<file path="config.mk">
export PLATFORM = sky130hd
export DESIGN_NAME = mm2s_ar_burst_gen
export DESIGN_NICKNAME = d
export VERILOG_FILES = /design/src/rtl/params_pkg.sv /design/src/rtl/mm2s_burst_calc.sv /design/src/rtl/mm2s_ar_burst_gen.sv
export SDC_FILE = /design/constraint.sdc
export NUM_CORES = 1
export LEC_CHECK = 0
export BUFFER_PORTS_ARGS = -buffer_cell sky130_fd_sc_hd__buf_2
export CELL_PAD_IN_SITES_DETAIL_PLACEMENT = 0
export CELL_PAD_IN_SITES_GLOBAL_PLACEMENT = 2
export CORE_AREA = 2 2 152 154
export DETAILED_ROUTE_END_ITERATION = 10
export DIE_AREA = 0 0 154 156
export PLACE_DENSITY_LB_ADDON = 0.3
export SYNTH_ARGS = -nofsm -noshare
export SYNTH_HDL_FRONTEND = slang
export SYNTH_SLANG_ARGS = --single-unit
</file>
<file path="constraint.sdc">
create_clock -name aclk -period 3.55 [get_ports aclk]
set_input_delay 0.71 -clock aclk [delete_from_list [all_inputs] [get_ports aclk]]
set_output_delay 0.71 -clock aclk [all_outputs]
set_load 0.05 [all_outputs]
</file>
<file path="src/rtl/params_pkg.sv">
// ----------------------------------------------------------------------------
// params_pkg
//   Shared AXI / DMA constants and types for the MM2S read-address path.
//   Provides default bus widths, the AXI encodings used on the AR channel,
//   the 4 KB boundary constant and the AR burst-generator state type.
// ----------------------------------------------------------------------------
package params_pkg;

    localparam int ADDR_WIDTH     = 32;
    localparam int DATA_WIDTH     = 32;
    localparam int BYTES_PER_BEAT = DATA_WIDTH / 8;
    localparam int AXI_SIZE_BPB   = $clog2(BYTES_PER_BEAT);

    localparam logic [1:0] AXI_BURST_INCR = 2'b01;
    localparam int         AXI_4K         = 4096;

    typedef enum logic [1:0] {
        AR_IDLE   = 2'd0,
        AR_CALC   = 2'd1,
        AR_ISSUE  = 2'd2,
        AR_WAIT_R = 2'd3
    } ar_state_e;

    // AxSIZE encoding for a given data-bus width in bits.
    function automatic logic [2:0] axi_size(input int data_width);
        return 3'($clog2(data_width / 8));
    endfunction

endpackage

</file>
<file path="src/rtl/mm2s_burst_calc.sv">
// ----------------------------------------------------------------------------
// mm2s_burst_calc
//   Combinational burst sizer. Picks the beat count of the next AXI INCR burst
//   as the minimum of the beats still to issue, MAX_BURST and the beats left
//   before the next 4 KB boundary.
// Ports
//   remaining  in   BEATS_W  beats still to be requested (non-zero when used)
//   addr_lo    in   12       low 12 bits of the beat-aligned burst address
//   burst      out  9        beats in the next burst (1..256)
// ----------------------------------------------------------------------------
module mm2s_burst_calc
    import params_pkg::*;
#(
    parameter int DATA_WIDTH = params_pkg::DATA_WIDTH,
    parameter int MAX_BURST  = 16,
    parameter int BEATS_W    = 28
) (
    input  logic [BEATS_W-1:0] remaining,
    input  logic [11:0]        addr_lo,
    output logic [8:0]         burst
);

    localparam int SIZE = $clog2(DATA_WIDTH / 8);

    logic [12:0] to_4k;
    logic [12:0] cap;

    always_comb begin
        // addr_lo is beat-aligned, so the division is exact.
        to_4k = (13'(AXI_4K) - {1'b0, addr_lo}) >> SIZE;
        cap   = (to_4k < 13'(MAX_BURST)) ? to_4k : 13'(MAX_BURST);
        burst = (remaining < BEATS_W'(cap)) ? 9'(remaining) : 9'(cap);
    end

endmodule

</file>
<file path="src/rtl/mm2s_ar_burst_gen.sv">
// ----------------------------------------------------------------------------
// mm2s_ar_burst_gen
//   MM2S read-address stage of the AXI DMA. Takes one command (start address,
//   byte length), splits it into AXI4 INCR bursts capped by MAX_BURST and by
//   4 KB boundaries, drives the AR channel, tracks outstanding bursts through
//   R last beats and reports completion with a sticky error flag.
//
// Optional feature macro: MM2S_UNALIGNED_EN
//   defined   : unaligned cmd_addr is accepted; the first burst starts at the
//               address aligned down to the bus width, and the leading offset
//               bytes are counted in the beat total.
//   undefined : an unaligned cmd_addr is consumed without issuing any AR and
//               reported as done with done_err.
//
// Ports
//   aclk, aresetn          clock, asynchronous active-low reset
//   cmd_valid/ready        command handshake (ready only in IDLE)
//   cmd_addr, cmd_len      start byte address, byte count
//   ar_valid/ready         AR handshake
//   ar_addr/len/size/burst AR payload (INCR, beat-aligned)
//   r_hs, r_last, r_resp   R-channel beat handshake, last flag, response
//   busy                   state != IDLE
//   done, done_err         one-cycle completion pulse and its error status
// ----------------------------------------------------------------------------
module mm2s_ar_burst_gen
    import params_pkg::*;
#(
    parameter int ADDR_WIDTH      = params_pkg::ADDR_WIDTH,
    parameter int DATA_WIDTH      = params_pkg::DATA_WIDTH,
    parameter int LEN_WIDTH       = 26,
    parameter int MAX_BURST       = 16,
    parameter int MAX_OUTSTANDING = 4
) (
    input  logic                  aclk,
    input  logic                  aresetn,
    input  logic                  cmd_valid,
    output logic                  cmd_ready,
    input  logic [ADDR_WIDTH-1:0] cmd_addr,
    input  logic [LEN_WIDTH-1:0]  cmd_len,
    output logic                  ar_valid,
    input  logic                  ar_ready,
    output logic [ADDR_WIDTH-1:0] ar_addr,
    output logic [7:0]            ar_len,
    output logic [2:0]            ar_size,
    output logic [1:0]            ar_burst,
    input  logic                  r_hs,
    input  logic                  r_last,
    input  logic [1:0]            r_resp,
    output logic                  busy,
    output logic                  done,
    output logic                  done_err
);

    localparam int BPB     = DATA_WIDTH / 8;
    localparam int SIZE    = $clog2(BPB);
    // offset + len + BPB-1 always fits in two extra bits.
    localparam int BEATS_W = LEN_WIDTH + 2;
    localparam int OUT_W   = $clog2(MAX_OUTSTANDING + 1);

    ar_state_e            state;
    logic [BEATS_W-1:0]   remaining;
    logic [8:0]           burst_r;
    logic [8:0]           calc_burst;
    logic [OUT_W-1:0]     outstanding;
    logic [OUT_W-1:0]     outstanding_nxt;
    logic                 err_sticky;

    logic [ADDR_WIDTH-1:0] bpb_mask;
    logic [ADDR_WIDTH-1:0] offset;
    logic [ADDR_WIDTH-1:0] addr_aligned;
    logic [BEATS_W-1:0]    byte_span;
    logic [BEATS_W-1:0]    total_beats;
    logic                  unaligned;
    logic                  cmd_reject;
    logic                  ar_hs;
    logic                  r_done;
    logic                  resp_err;
    logic                  unused_resp;

    assign bpb_mask     = ADDR_WIDTH'(BPB - 1);
    assign offset       = cmd_addr & bpb_mask;
    assign addr_aligned = cmd_addr & ~bpb_mask;
    assign unaligned    = |offset;
    assign byte_span    = BEATS_W'(offset) + BEATS_W'(cmd_len) + BEATS_W'(BPB - 1);
    assign total_beats  = byte_span >> SIZE;

`ifdef MM2S_UNALIGNED_EN
    assign cmd_reject = (cmd_len == '0);
`else
    assign cmd_reject = (cmd_len == '0) || unaligned;
`endif

    assign cmd_ready = (state == AR_IDLE);
    assign busy      = (state != AR_IDLE);
    assign ar_size   = axi_size(DATA_WIDTH);
    assign ar_burst  = AXI_BURST_INCR;

    assign ar_hs       = ar_valid & ar_ready;
    // A stray last beat with nothing in flight is dropped so the count never wraps.
    assign r_done      = r_hs & r_last & (outstanding != '0);
    assign resp_err    = r_hs & r_resp[1];
    assign unused_resp = r_resp[0];

    mm2s_burst_calc #(
        .DATA_WIDTH (DATA_WIDTH),
        .MAX_BURST  (MAX_BURST),
        .BEATS_W    (BEATS_W)
    ) u_burst_calc (
        .remaining (remaining),
        .addr_lo   (ar_addr[11:0]),
        .burst     (calc_burst)
    );

    always_comb begin
        outstanding_nxt = outstanding;
        if (ar_hs && !r_done) begin
            outstanding_nxt = outstanding + OUT_W'(1);
        end else if (!ar_hs && r_done) begin
            outstanding_nxt = outstanding - OUT_W'(1);
        end
    end

    always_ff @(posedge aclk or negedge aresetn) begin
        if (!aresetn) begin
            outstanding <= '0;
        end else begin
            outstanding <= outstanding_nxt;
        end
    end

    // ar_addr doubles as the running burst address; it only moves while
    // ar_valid is low, so the AR payload stays stable during ISSUE.
    always_ff @(posedge aclk or negedge aresetn) begin
        if (!aresetn) begin
            state      <= AR_IDLE;
            ar_valid   <= 1'b0;
            ar_addr    <= '0;
            ar_len     <= '0;
            burst_r    <= '0;
            remaining  <= '0;
            err_sticky <= 1'b0;
            done       <= 1'b0;
            done_err   <= 1'b0;
        end else begin
            done     <= 1'b0;
            done_err <= 1'b0;
            if ((state != AR_IDLE) && resp_err) begin
                err_sticky <= 1'b1;
            end

            case (state)
                AR_IDLE: begin
                    if (cmd_valid) begin
                        if (cmd_reject) begin
                            done     <= 1'b1;
                            done_err <= 1'b1;
                        end else begin
                            ar_addr    <= addr_aligned;
                            remaining  <= total_beats;
                            err_sticky <= 1'b0;
                            state      <= AR_CALC;
                        end
                    end
                end

                AR_CALC: begin
                    if (outstanding != OUT_W'(MAX_OUTSTANDING)) begin
                        burst_r  <= calc_burst;
                        ar_len   <= 8'(calc_burst - 9'd1);
                        ar_valid <= 1'b1;
                        state    <= AR_ISSUE;
                    end
                end

                AR_ISSUE: begin
                    if (ar_ready) begin
                        ar_valid  <= 1'b0;
                        ar_addr   <= ar_addr + (ADDR_WIDTH'(burst_r) << SIZE);
                        remaining <= remaining - BEATS_W'(burst_r);
                        state     <= (remaining == BEATS_W'(burst_r)) ? AR_WAIT_R : AR_CALC;
                    end
                end

                AR_WAIT_R: begin
                    // Look at the next count so done lands the cycle after the final last beat.
                    if (outstanding_nxt == '0) begin
                        done     <= 1'b1;
                        done_err <= err_sticky | resp_err;
                        state    <= AR_IDLE;
                    end
                end

                default: state <= AR_IDLE;
            endcase
        end
    end

endmodule

</file>
==> key figures, run 1 <==
Die
  – Die height: 156 um
  – Die X: 154 um
  – IO Pins: ~120
  – Core footprint: between 20000 and 25000 um2
  – Initial Utilization: 0.3056
  – Rows: 55
  – Die area: 24020 um2

Power and ir drop
  – Leak: 3.629 nW
  – Internal: 3.846 mW
  – Maximum VDD drop: 416.1 uV
  – Comb pwr share: 0.630
  – Design Power: 8.097 mW
  – Clock power share: 0.130
  – Reg power frac: 0.240
  – Psw: 4.251 mW
  – Switching part of the total: 0.5250
  – Pwr dens: 968.3 nW/um2

Critical path
  – CP max stage delay: 0.42 ns
  – Worst setup SP type: flip-flop
  – CP max stage cell: dfrtp_2
  – Crit end category: flip-flop
  – Critical path peak fanout: 6
  – Critical Path AT: 3.70 ns
  – CP top delay family: simple AND/OR/NAND/NOR gates
  – Critical Path RT: 3.79 ns
  – WP buf/inv: 2
  – Worst path cell trace: inv_4, ha_4, nor3b_4, mux2i_2, nor2_4, ha_4, nand4_1, nor2_1, nand4_1, o221ai_2, mux2i_1, ha_2, nand3_2, buf_4, xnor2_1, o211ai_1, nand2_1
  – Crit path kind: flip-flop to flip-flop

Status
  – Status: completed

GRT
  – Largest net degree at the start of global routing: 66
  – Met3 Usage GRT: 0.02528
  – Initial antenna violation count: 0
  – First-pass GRT wire length: 35.34 mm
  – Grt ovf: 0
  – GRT Total Usage: 0.1885
  – Met2 Track Usage GR: 0.3111
  – Number of global-route vias before repair: 6128
  – GR peak layer: met2
  – Grt met1 use: 0.2623

Yosys
  – Share of the synthesized area in the top cell type: 0.3076
  – Sequential-to-total area share from yosys stat: 0.3076
  – Predominant post-synthesis flop cell: dfrtp_1
  – Synth area leader: dfrtp_1
  – YS warnings: 0
  – Number of flops mapped to enable cells by yosys: 0
  – Cell variety after synth: 76
  – Post-Synthesis Cells: 838
  – Top-count cell post-synth: nand2_1
  – Async SR Flop Fraction: 1.000
  – Post-synthesis instance area: 6834 um2
  – Post-synth top cells: 96 x nand2_1, 84 x dfrtp_1, 65 x nor2_1
  – Yosys reg bits: 84
  – Mean post-synth cell area: 8.155 um2
  – Ranking of synthesized cells by area: dfrtp_1 31%, ha_1 7.1%, nand2_1 5.3%, o21ai_0 4.6%, a21oi_1 3.7%

Clock tree
  – Clock Tree Buf Depth: 2
  – CTS buffer count: 9
  – CTS tree: yes
  – H-tree level count: 3
  – # hold bufs at CTS: 0
  – Worst-path clk slew: approximately 0.070 ns
  – CTS root buffer: clkbuf_16
  – Clock Latency Late Sink: about 0.35 ns
  – CTS Sinks: 84

Place
  – Final HPWL DP: 16.80 mm
  – Setup slack at placement: 0.05495 ns
  – Final GP Congestion: approximately 0.86
  – Port Buffers: 107

Detailed routing
  – Via count: roughly 6700
  – Final ANT Viol Nets: 0
  – Vias/cell: 5.308
  – DRT iter0 DRCs: 275
  – TritonRoute pass-1 iters: 5
  – DRC viols: 0
  – DRT Wirelength: between 20 and 25 mm
  – WL/cell: 18.27 um

Min path
  – Worst Hold Class: flip-flop to flip-flop

Timing
  – Max-slew violations: 0
  – Worst rel slew slack: 0.1515
  – Fin. Hold Viols: 0
  – Min Tclk post-route: between 3 and 4 ns
  – Setup Skew: ~0.0074 ns
  – RSZ-0062 raised after global routing: yes
  – Maximum clock frequency: 289.4 MHz
  – Final setup fails: 0
  – Slew of the pin with the lowest slew margin: 1.273 ns
  – Final WS setup: around 0.095 ns
  – Final period util: 0.9732

Layout
  – Share of layout cells above drive strength 1: 0.2199
  – Final Util: 0.3739
  – Ant diodes: 0
  – Synth-to-Final Area Change: 22.35%
  – Fill count: 2331
  – Nets@finish: 1076

Run
  – # Max-Cap Violations: 0
==> worst reg2reg max path, cell delays in order, from the launching register on <==
cell,delay [ns]
dfrtp_2,0.42
inv_4,0.07
ha_4,0.16
nor3b_4,0.23
mux2i_2,0.32
nor2_4,0.09
ha_4,0.27
nand4_1,0.11
nor2_1,0.16
nand4_1,0.13
o221ai_2,0.26
mux2i_1,0.30
ha_2,0.24
nand3_2,0.09
buf_4,0.15
xnor2_1,0.11
o211ai_1,0.18
nand2_1,0.06
==> per-stage QoR <==
step | hold WS, ns | TNS, ns | area, um2 | cells
global route | 0.5057 | -0.2378 | 8362 | 1258
detailed placement | 0.4586 | 0 | 7908 | 1233
finish | 0.4640 | 0 | 8362 | 1258
CTS | 0.4750 | 0 | 8225 | 1249
floorplan | 0.4144 | -0.06208 | 6914 | 849
global placement | 0.4482 | 0 | 7908 | 1233
==> layout make-up <==
cell class / instances / area (um2) / share of cell area
clock inverter: 5 / 75.07 / 0.008978
clock buffer: 11 / 242.7 / 0.02903
tap: 285 / 356.6 / 0.04265
sequential: 84 / 2107 / 0.2520
timing repair buffer: 153 / 887.1 / 0.1061
multi-input combinational: 686 / 4563 / 0.5457
inverter: 34 / 130.1 / 0.01556
==> cell usage in the layout (no fill, tap or decap), types with 13 or more instances in the layout <==
cell	n
nand4_1	16
o22ai_1	16
nand2_1	95
conb_1	13
ha_1	33
xnor2_1	25
buf_4	46
nor3_1	17
o21ai_0	61
nor2_1	64
mux2i_1	18
inv_1	31
buf_2	106
xor2_1	18
nor4_1	19
dfrtp_1	80
nand3_1	40
a21oi_1	49
==> power groups by stage <==
stage                     logic [mW]  clock network (mW)  registers (mW)
after CTS                       5.05                1.09            1.93
after detailed placement        5.04                   0            1.94
after global placement          5.03                   0            1.94
final                           5.10                1.05            1.94
after global routing            5.63                1.12            2.02
after floorplan                 3.04                   0            2.46
==> flip-flops by register name (all words and copies together) (netlist names) <==
register / cells
ar_addr: 30
ar_len: 8
ar_valid: 1
burst_r: 9
done: 1
done_err: 1
err_sticky: 1
outstanding: 3
remaining: 28
state: 2
==> cells by family after synthesis <==
| logic type | after synthesis | synth area share |
|---|---|---|
| compound gates | 242 | 0.2331 |
| flops | 84 | 0.3076 |
| buf+inv | 79 | 0.04852 |
| xor+xnor | 43 | 0.05511 |
| other cells | 2 | 0.001099 |
| fa+ha+maj | 44 | 0.08312 |
| mux | 21 | 0.03167 |
| simple gates | 323 | 0.2398 |
==> path summary, 6_finish.rpt <==
| kind | from | to | slack, ns | cells past startpoint |
|---|---|---|---|---|
| hold / removal | ar_len[5] | ar_len[5] | 0.46 | 2 |
| hold reg to reg | ar_len[5] | ar_len[5] | 0.46 | 2 |
| setup reg to reg | ar_addr[3] | ar_len[4] | 0.1 | 17 |
| min in group asynchronous | aresetn | ar_addr[13] | 0.47 | 1 |
| setup / recovery | ar_addr[3] | ar_len[4] | 0.1 | 17 |
| max in group asynchronous | aresetn | remaining[16] | 2.34 | 2 |
==> per-layer routing <==
layer	wire [um]	part of all wire	up-vias
met5	0	0	-
met4	312	0.014	0
met3	627	0.027	18
met2	10780	0.47	103
met1	11260	0.49	3207
li1	-	-	3349
==> repair_timing <==
item | 4_1_cts | 5_1_grt
resized for setup | 0 | 14
buffers inserted | 0 | 9
setup endpoints to repair | 0 | 3
Power figures use the tool's default switching activity.
==> run 2: changes to the inputs <==
--- a/config.mk
+++ b/config.mk
@@ -6,12 +6,14 @@
 export NUM_CORES = 1
 export LEC_CHECK = 0
 export BUFFER_PORTS_ARGS = -buffer_cell sky130_fd_sc_hd__buf_2
-export CELL_PAD_IN_SITES_DETAIL_PLACEMENT = 0
-export CELL_PAD_IN_SITES_GLOBAL_PLACEMENT = 2
-export CORE_AREA = 2 2 152 154
+export CELL_PAD_IN_SITES_DETAIL_PLACEMENT = 1
+export CELL_PAD_IN_SITES_GLOBAL_PLACEMENT = 1
+export CORE_AREA = 2 2 134 136
 export DETAILED_ROUTE_END_ITERATION = 10
-export DIE_AREA = 0 0 154 156
+export DIE_AREA = 0 0 136 138
 export PLACE_DENSITY_LB_ADDON = 0.3
+export SETUP_SLACK_MARGIN = 0.1
 export SYNTH_ARGS = -nofsm -noshare
 export SYNTH_HDL_FRONTEND = slang
+export SYNTH_HIERARCHICAL = 1
 export SYNTH_SLANG_ARGS = --single-unit
==> key figures, run 2 <==
Critical path
  – WP buf/inv: 1 (-1)
  – Critical Path RT: 3.77 ns (-0.02 ns)
  – Critical R2R Launch: ar_addr[3]
  – CP max stage delay: 0.49 ns (+0.07 ns)
  – Critical Path AT: 3.84 ns (+0.14 ns)
  – Worst path cell trace: or4_4, or2_4, xor2_1, nand2_1, ha_4, a2111oi_4, nand4_1, a211o_4, mux2_4, inv_2, ha_4, nor3b_2, xnor2_1, o21ai_1
  – R2r endpoint: ar_len[4]
  – Crit path kind: flip-flop to flip-flop
  – R2r worst-path depth: 14 (-3)
  – Crit end category: flip-flop
  – Most used cell, CP: ha_4
  – Worst setup SP type: flip-flop
  – CP max stage cell: or4_4
  – Critical path peak fanout: 4 (-2)
  – CP top delay family: simple AND/OR/NAND/NOR gates
  – Worst reg-to-reg setup slack: -0.07 ns (-0.17 ns)

Place
  – Setup slack at placement: -0.1137 ns (-0.1686 ns)
  – Final GP Congestion: 0.8502 (-1.5%)
  – Final HPWL DP: 16.28 mm (-3.1%)
  – DP Area: 7789 um2 (-1.5%)
  – Placed Cells: 1150 (-6.7%)
  – Port Buffers: 107 (unchanged)

Timing
  – Max-slew violations: 0 (unchanged)
  – Final WS setup: -0.07093 ns (-0.1660 ns)
  – Final period util: 1.020 (+0.04677)
  – RSZ-0062 raised after global routing: yes
  – Final setup fails: 3 (+3)
  – Smallest hold slack: 0.4235 ns (-0.04048 ns)
  – Maximum clock frequency: 276.2 MHz (-4.6%)
  – Slew of the pin with the lowest slew margin: 0.7840 ns (-0.4887 ns)
  – Min Tclk post-route: 3.621 ns (+0.1660 ns)
  – Fin. Hold Viols: 0 (unchanged)
  – Setup_tns: -0.1772 ns (-0.1772 ns)
  – Worst rel slew slack: 0.4733 (+0.3218)
  – Setup Skew: 0.009457 ns (+0.002054 ns)

Detailed routing
  – DRC viols: 0 (unchanged)
  – WL/cell: 18.53 um (+1.4%)
  – DRT iter0 DRCs: 281 (+2.2%)
  – TritonRoute pass-1 iters: 5 (unchanged)
  – Via count: 6659 (-0.27%)
  – DRT Wirelength: 21.63 mm (-5.9%)
  – Final ANT Viol Nets: 0 (unchanged)
  – Vias/cell: 5.706 (+7.5%)

GRT
  – Largest net degree at the start of global routing: 56 (-15%)
  – Initial antenna violation count: 0 (unchanged)
  – Grt ovf: 0 (unchanged)
  – Met2 Track Usage GR: 0.3938 (+0.08269)
  – Number of global-route vias before repair: 6739 (+10%)
  – GR peak layer: met2
  – GRT Total Usage: 0.2332 (+0.04469)
  – First-pass GRT wire length: 35.07 mm (-0.76%)
  – Grt met1 use: 0.3060 (+0.04371)
  – Met3 Usage GRT: 0.03300 (+0.007726)

Yosys
  – Synth Area in Simple Gates: 0.2301 (-0.009706)
  – Number of flops mapped to enable cells by yosys: 0 (unchanged)
  – Post-synth top cells: 84 x dfrtp_1, 77 x nand2_1, 60 x o21ai_0
  – Cell variety after synth: 80 (+5.3%)
  – XOR/XNOR Fraction of Synth Area: 0.05260 (-0.002506)
  – Async SR Flop Fraction: 1.000 (unchanged)
  – Yosys reg bits: 84 (unchanged)
  – Predominant post-synthesis flop cell: dfrtp_1
  – Synth Area in Compound Gates: 0.2200 (-0.01308)
  – Ranking of synthesized cells by area: dfrtp_1 32%, ha_1 7.1%, o21ai_0 4.5%, nand2_1 4.3%, mux2i_1 3.8%
  – Post-synthesis instance area: 6660 um2 (-2.5%)
  – Post-synthesis mux area share: 0.04321 (+0.01154)
  – Largest family of logic cells by synthesized area: simple AND/OR/NAND/NOR gates
  – Post-Synthesis Cells: 791 (-5.6%)
  – YS warnings: 6 (+6)
  – Top-count cell post-synth: dfrtp_1
  – Sequential-to-total area share from yosys stat: 0.3156 (+0.008032)
  – Mean post-synth cell area: 8.420 um2 (+3.2%)
  – Adder-Cell Fraction of Synth Area: 0.08041 (-0.002714)
  – Share of the synthesized area in the top cell type: 0.3156 (+0.008032)
  – Synth area leader: dfrtp_1

Clock tree
  – CTS root buffer: clkbuf_16
  – Worst-path clk slew: 0.07 ns (about the same)
  – Clock Tree Buf Depth: 2 (unchanged)
  – CTS Sinks: 84 (unchanged)
  – CTS tree: yes
  – # hold bufs at CTS: 0 (unchanged)
  – Clock Latency Late Sink: 0.36 ns (about the same)
  – CTS buffer count: 9 (unchanged)
  – H-tree level count: 3 (unchanged)

Status
  – Status: complete, but fails checks
  – Failing checks: negative setup slack

Layout
  – Fin cells: 1167 (-7.2%)
  – Commonest non-fill, non-tap cells in the layout: 106 x buf_2, 82 x dfrtp_1, 76 x nand2_1
  – Share of layout cells above drive strength 1: 0.2335 (+0.01354)
  – Commonest non-fill, non-tap cell in the layout: buf_2
  – Top Registers: ar_addr (30), remaining (28), burst_r (9)
  – Synth-to-Final Area Change: 22.37% (about the same)
  – Largest Register: ar_addr
  – Max FFs per register: 30 (unchanged)
  – Ant diodes: 0 (unchanged)
  – Nets@finish: 1042 (-3.2%)
  – Fin area: 8150 um2 (-2.5%)

Die
  – IO Pins: 116 (unchanged)
  – Initial Utilization: 0.3798 (+0.07427)
  – Die area: 18770 um2 (-22%)
  – Die X: 136 um (-12%)
  – Core footprint: 17530 um2 (-22%)
  – Die height: 138 um (-12%)
  – Rows: 49 (-11%)

Run
  – # Max-Cap Violations: 0 (unchanged)

Min path
  – Worst Hold Class: input port to asynchronous set/reset pin

Power and ir drop
  – Leak: 3.554 nW (-2.1%)
  – Pwr dens: 934.0 nW/um2 (-3.5%)
  – Maximum VDD drop: 459.8 uV (+10%)
run 2: worst max path at each step:
stage,start,slack [ns],cells after the start,to
after floorplan,ar_addr[3],-0.11,15,ar_len[4]
after global placement,ar_addr[3],-0.02,14,ar_len[7]
after detailed placement,ar_addr[3],-0.11,14,ar_len[7]
after CTS,ar_addr[3],-0.08,14,ar_len[7]
after global routing,ar_addr[3],-0.19,14,ar_len[7]
final,ar_addr[3],-0.07,14,ar_len[4]
run 2: per-layer routing:
metal | wire length (um) | vias to the layer above
met5 | 0 | -
met4 | 494 | 0
met3 | 787 | 32
met2 | 10380 | 152
met1 | 9962 | 3280
li1 | - | 3195
run 2: logic make-up after synthesis:
logic type	after synthesis
and+or+nand+nor	293
AOI/OAI and AO/OA	220
DFF	84
buffers and inverters	82
adders and majority gates	41
xor gates and xnor gates	40
muxes	28
other	3
run 2: power breakdown:
part	leakage (nW)	internal (mW)	switching (mW)
sequential	1.03	1.38	0.539
clock	0.151	0.608	0.418
combinational	2.38	1.65	3.01
total	3.55	3.64	3.97
run 2: stage by stage:
stage / total power, mW / utilization
3_3_place_gp: 6.421 / 0.4442
3_5_place_dp: 6.543 / 0.4442
4_1_cts: 7.625 / 0.4633
5_1_grt: 8.196 / 0.4648
2_1_floorplan: 5.194 / -
6_report: 7.612 / 0.4648
run 2: area by class of cell:
class | count | area, um2
clock buffers | 9 | 225.2
clock inverters | 5 | 78.83
fillers | 2142 | 9384
inverters | 43 | 161.4
multi-input cells | 641 | 4375
flip-flops and latches | 84 | 2105
well taps | 229 | 286.5
repair buffers | 156 | 918.4
run 2: what timing repair did:
item                       in CTS  in global routing
resized for setup               5                  7
setup endpoints to repair       6                 11
pin swaps                       3                  0
setup buffers                   2                  2
==> run 3: changes to the inputs <==
--- a/config.mk
+++ b/config.mk
@@ -5,12 +5,13 @@
 export SDC_FILE = /design/constraint.sdc
 export NUM_CORES = 1
 export LEC_CHECK = 0
+export ABC_CLOCK_PERIOD_IN_PS = 4100
 export BUFFER_PORTS_ARGS = -buffer_cell sky130_fd_sc_hd__buf_2
 export CELL_PAD_IN_SITES_DETAIL_PLACEMENT = 1
 export CELL_PAD_IN_SITES_GLOBAL_PLACEMENT = 1
-export CORE_AREA = 2 2 134 136
+export CORE_AREA = 2 2 133 135
 export DETAILED_ROUTE_END_ITERATION = 10
-export DIE_AREA = 0 0 136 138
+export DIE_AREA = 0 0 135 137
 export PLACE_DENSITY_LB_ADDON = 0.3
 export SETUP_SLACK_MARGIN = 0.1
 export SYNTH_ARGS = -nofsm -noshare
==> constraint.sdc (replaced) <==
create_clock -name aclk -period 4.1 [get_ports aclk]
set_input_delay 0.82 -clock aclk [delete_from_list [all_inputs] [get_ports aclk]]
set_output_delay 0.82 -clock aclk [all_outputs]
set_load 0.05 [all_outputs]
==> key figures, run 3 (synthesis gave the netlist of run 2 again) <==
Status
  – Status: completed

Die
  – Rows: 48 (-2.0%)
  – Die area: 18500 um2 (-1.5%)
  – Core footprint: 17060 um2 (-2.7%)
  – IO Pins: 116 (unchanged)
  – Die height: 137 um (-0.72%)
  – Initial Utilization: 0.3905 (+0.01064)
  – Die X: 135 um (-0.74%)

GRT
  – First-pass GRT wire length: 33.60 mm (-4.2%)
  – Largest net degree at the start of global routing: 77 (+38%)
  – GRT Total Usage: 0.2296 (-0.003542)
  – Initial antenna violation count: 0 (unchanged)
  – Grt ovf: 0 (unchanged)
  – Number of global-route vias before repair: 6509 (-3.4%)

Clock tree
  – # hold bufs at CTS: 0 (unchanged)
  – Clock Tree Buf Depth: 2 (unchanged)
  – Clock Latency Late Sink: 0.36 ns (about the same)
  – CTS tree: yes
  – CTS buffer count: 9 (unchanged)
  – CTS Sinks: 84 (unchanged)
  – Worst-path clk slew: 0.06 ns (about the same)
  – CTS root buffer: clkbuf_16
  – H-tree level count: 3 (unchanged)

Layout
  – Share of layout cells above drive strength 1: 0.2029 (-0.03062)
  – Max FFs per register: 30 (unchanged)
  – Largest Register: ar_addr
  – Ant diodes: 0 (unchanged)
  – Commonest non-fill, non-tap cells in the layout: 106 x buf_2, 82 x dfrtp_1, 76 x nand2_1
  – Commonest non-fill, non-tap cell in the layout: buf_2
  – Top Registers: ar_addr (30), remaining (28), burst_r (9)
  – Synth-to-Final Area Change: 19.05%
  – Nets@finish: 1014 (-2.7%)

Place
  – Final GP Congestion: 0.8193 (-3.6%)
  – Final HPWL DP: 15.56 mm (-4.4%)
  – Setup slack at placement: -0.04443 ns (+0.06925 ns)
  – Port Buffers: 107 (unchanged)

Critical path
  – WP buf/inv: 1 (unchanged)
  – CP max stage cell: or4_4
  – Worst setup SP type: flip-flop
  – CP top delay family: simple AND/OR/NAND/NOR gates
  – Worst path cell trace: or4_4, or2_4, xor2_1, nand2_1, ha_4, a2111oi_4, nand4_1, a211o_1, mux2_4, inv_1, ha_2, nor3b_4, xnor2_1, o21ai_0
  – Crit path kind: flip-flop to flip-flop
  – Critical Path AT: 4.03 ns (+0.19 ns)
  – CP max stage delay: 0.53 ns (+0.04 ns)
  – Critical Path RT: 4.32 ns (+0.55 ns)
  – Crit end category: flip-flop
  – Critical path peak fanout: 4 (unchanged)

Detailed routing
  – TritonRoute pass-1 iters: 4 (-1)
  – DRC viols: 0 (unchanged)
  – DRT iter0 DRCs: 305 (+8.5%)
  – Vias/cell: 5.748 (+0.73%)
  – Via count: 6535 (-1.9%)
  – Final ANT Viol Nets: 0 (unchanged)
  – WL/cell: 18.47 um (-0.31%)
  – DRT Wirelength: 21.01 mm (-2.9%)

Power and ir drop
  – Leak: 3.413 nW (-4.0%)
  – Pwr dens: 821.0 nW/um2 (-12%)
  – Maximum VDD drop: 477.3 uV (+3.8%)

Timing
  – Max-slew violations: 0 (unchanged)
  – Final setup fails: 0 (-3)
  – Final WS setup: 0.2852 ns (+0.3561 ns)
  – RSZ-0062 raised after global routing: yes
  – Maximum clock frequency: 262.1 MHz (-5.1%)
  – Slew of the pin with the lowest slew margin: 1.046 ns (+0.2624 ns)
  – Setup_tns: 0 ns (+0.1772 ns)
  – Min Tclk post-route: 3.815 ns (+0.1939 ns)
  – Fin. Hold Viols: 0 (unchanged)
  – Setup Skew: 0.008909 ns (-0.0005487 ns)
  – Worst rel slew slack: 0.3024 (-0.1709)
  – Final period util: 0.9305 (-0.08953)

Run
  – # Max-Cap Violations: 0 (unchanged)

Min path
  – Worst Hold Class: flip-flop to flip-flop
[run 3: changes by cell type in the layout (fill, tap and decap cells not counted), sizes merged]
| cell | change |
|---|---|
| buf | -28 |
| clkinvlp | +2 |
| clkinv | -3 |
| inv | +1 |
| clkbuf | +2 |
[run 3: cell type report]
class / instances / area, um2
Timing Repair Buffer: 128 / 711.9
Clock buffer: 11 / 242.7
Clock inverter: 5 / 83.83
Tap cell: 225 / 281.5
Multi-Input combinational cell: 641 / 4343
Inverter: 43 / 161.4
Fill cell: 2115 / 9128
Sequential cell: 84 / 2105
[run 3: routing by layer]
layer / track usage / share of wire / routed length (um) / vias to the layer above
met1: 0.2915 / 0.45 / 9388 / 3237
li1: - / - / - / 3156
met2: 0.4013 / 0.50 / 10480 / 122
met5: 0 / 0 / 0 / -
met3: 0.03444 / 0.035 / 737 / 20
met4: 0.07465 / 0.019 / 399 / 0
[run 3: timing repair]
item,in CTS,in global routing
gates resized for setup,3,15
setup endpoints to repair,2,3
setup buffers,0,1
pin swaps,0,7
cloned,0,0
[run 3: final timing paths]
kind | from | endpoint | slack (ns) | cells past startpoint
min | ar_len[0] | ar_len[0] | 0.48 | 2
min in group asynchronous | aresetn | outstanding[0] | 0.63 | 1
max | ar_addr[2] | ar_len[4] | 0.29 | 14
min reg2reg | ar_len[0] | ar_len[0] | 0.48 | 2
max reg2reg | ar_addr[2] | ar_len[4] | 0.29 | 14
max in group asynchronous | aresetn | remaining[11] | 2.70 | 2
[run 3: power by group]
part / internal (mW) / switching (mW) / leakage, nW
sequential: 1.20 / 0.480 / 1.03
clock: 0.553 / 0.375 / 0.152
combinational: 1.34 / 2.56 / 2.23
total: 3.09 / 3.42 / 3.41
[run 3: per-stage QoR]
stage / cells / power, mW / instance area, um2 / util / hold WS [ns]
after global routing: 1137 / 7.005 / 7929 / 0.4649 / 0.5050
after global placement: 1120 / 5.411 / 7507 / 0.4401 / 0.4669
final: 1137 / 6.510 / 7929 / 0.4649 / 0.4805
after floorplan: 807 / 4.453 / 6723 / - / 0.4793
after CTS: 1136 / 6.496 / 7845 / 0.4599 / 0.4872
after detailed placement: 1120 / 5.535 / 7507 / 0.4401 / 0.4717
[run 3: worst min-delay path: stages (launching register included)]
cell and delay (ns):
dfrtp_1 0.34, nand2_1 0.05, o21ai_0 0.06
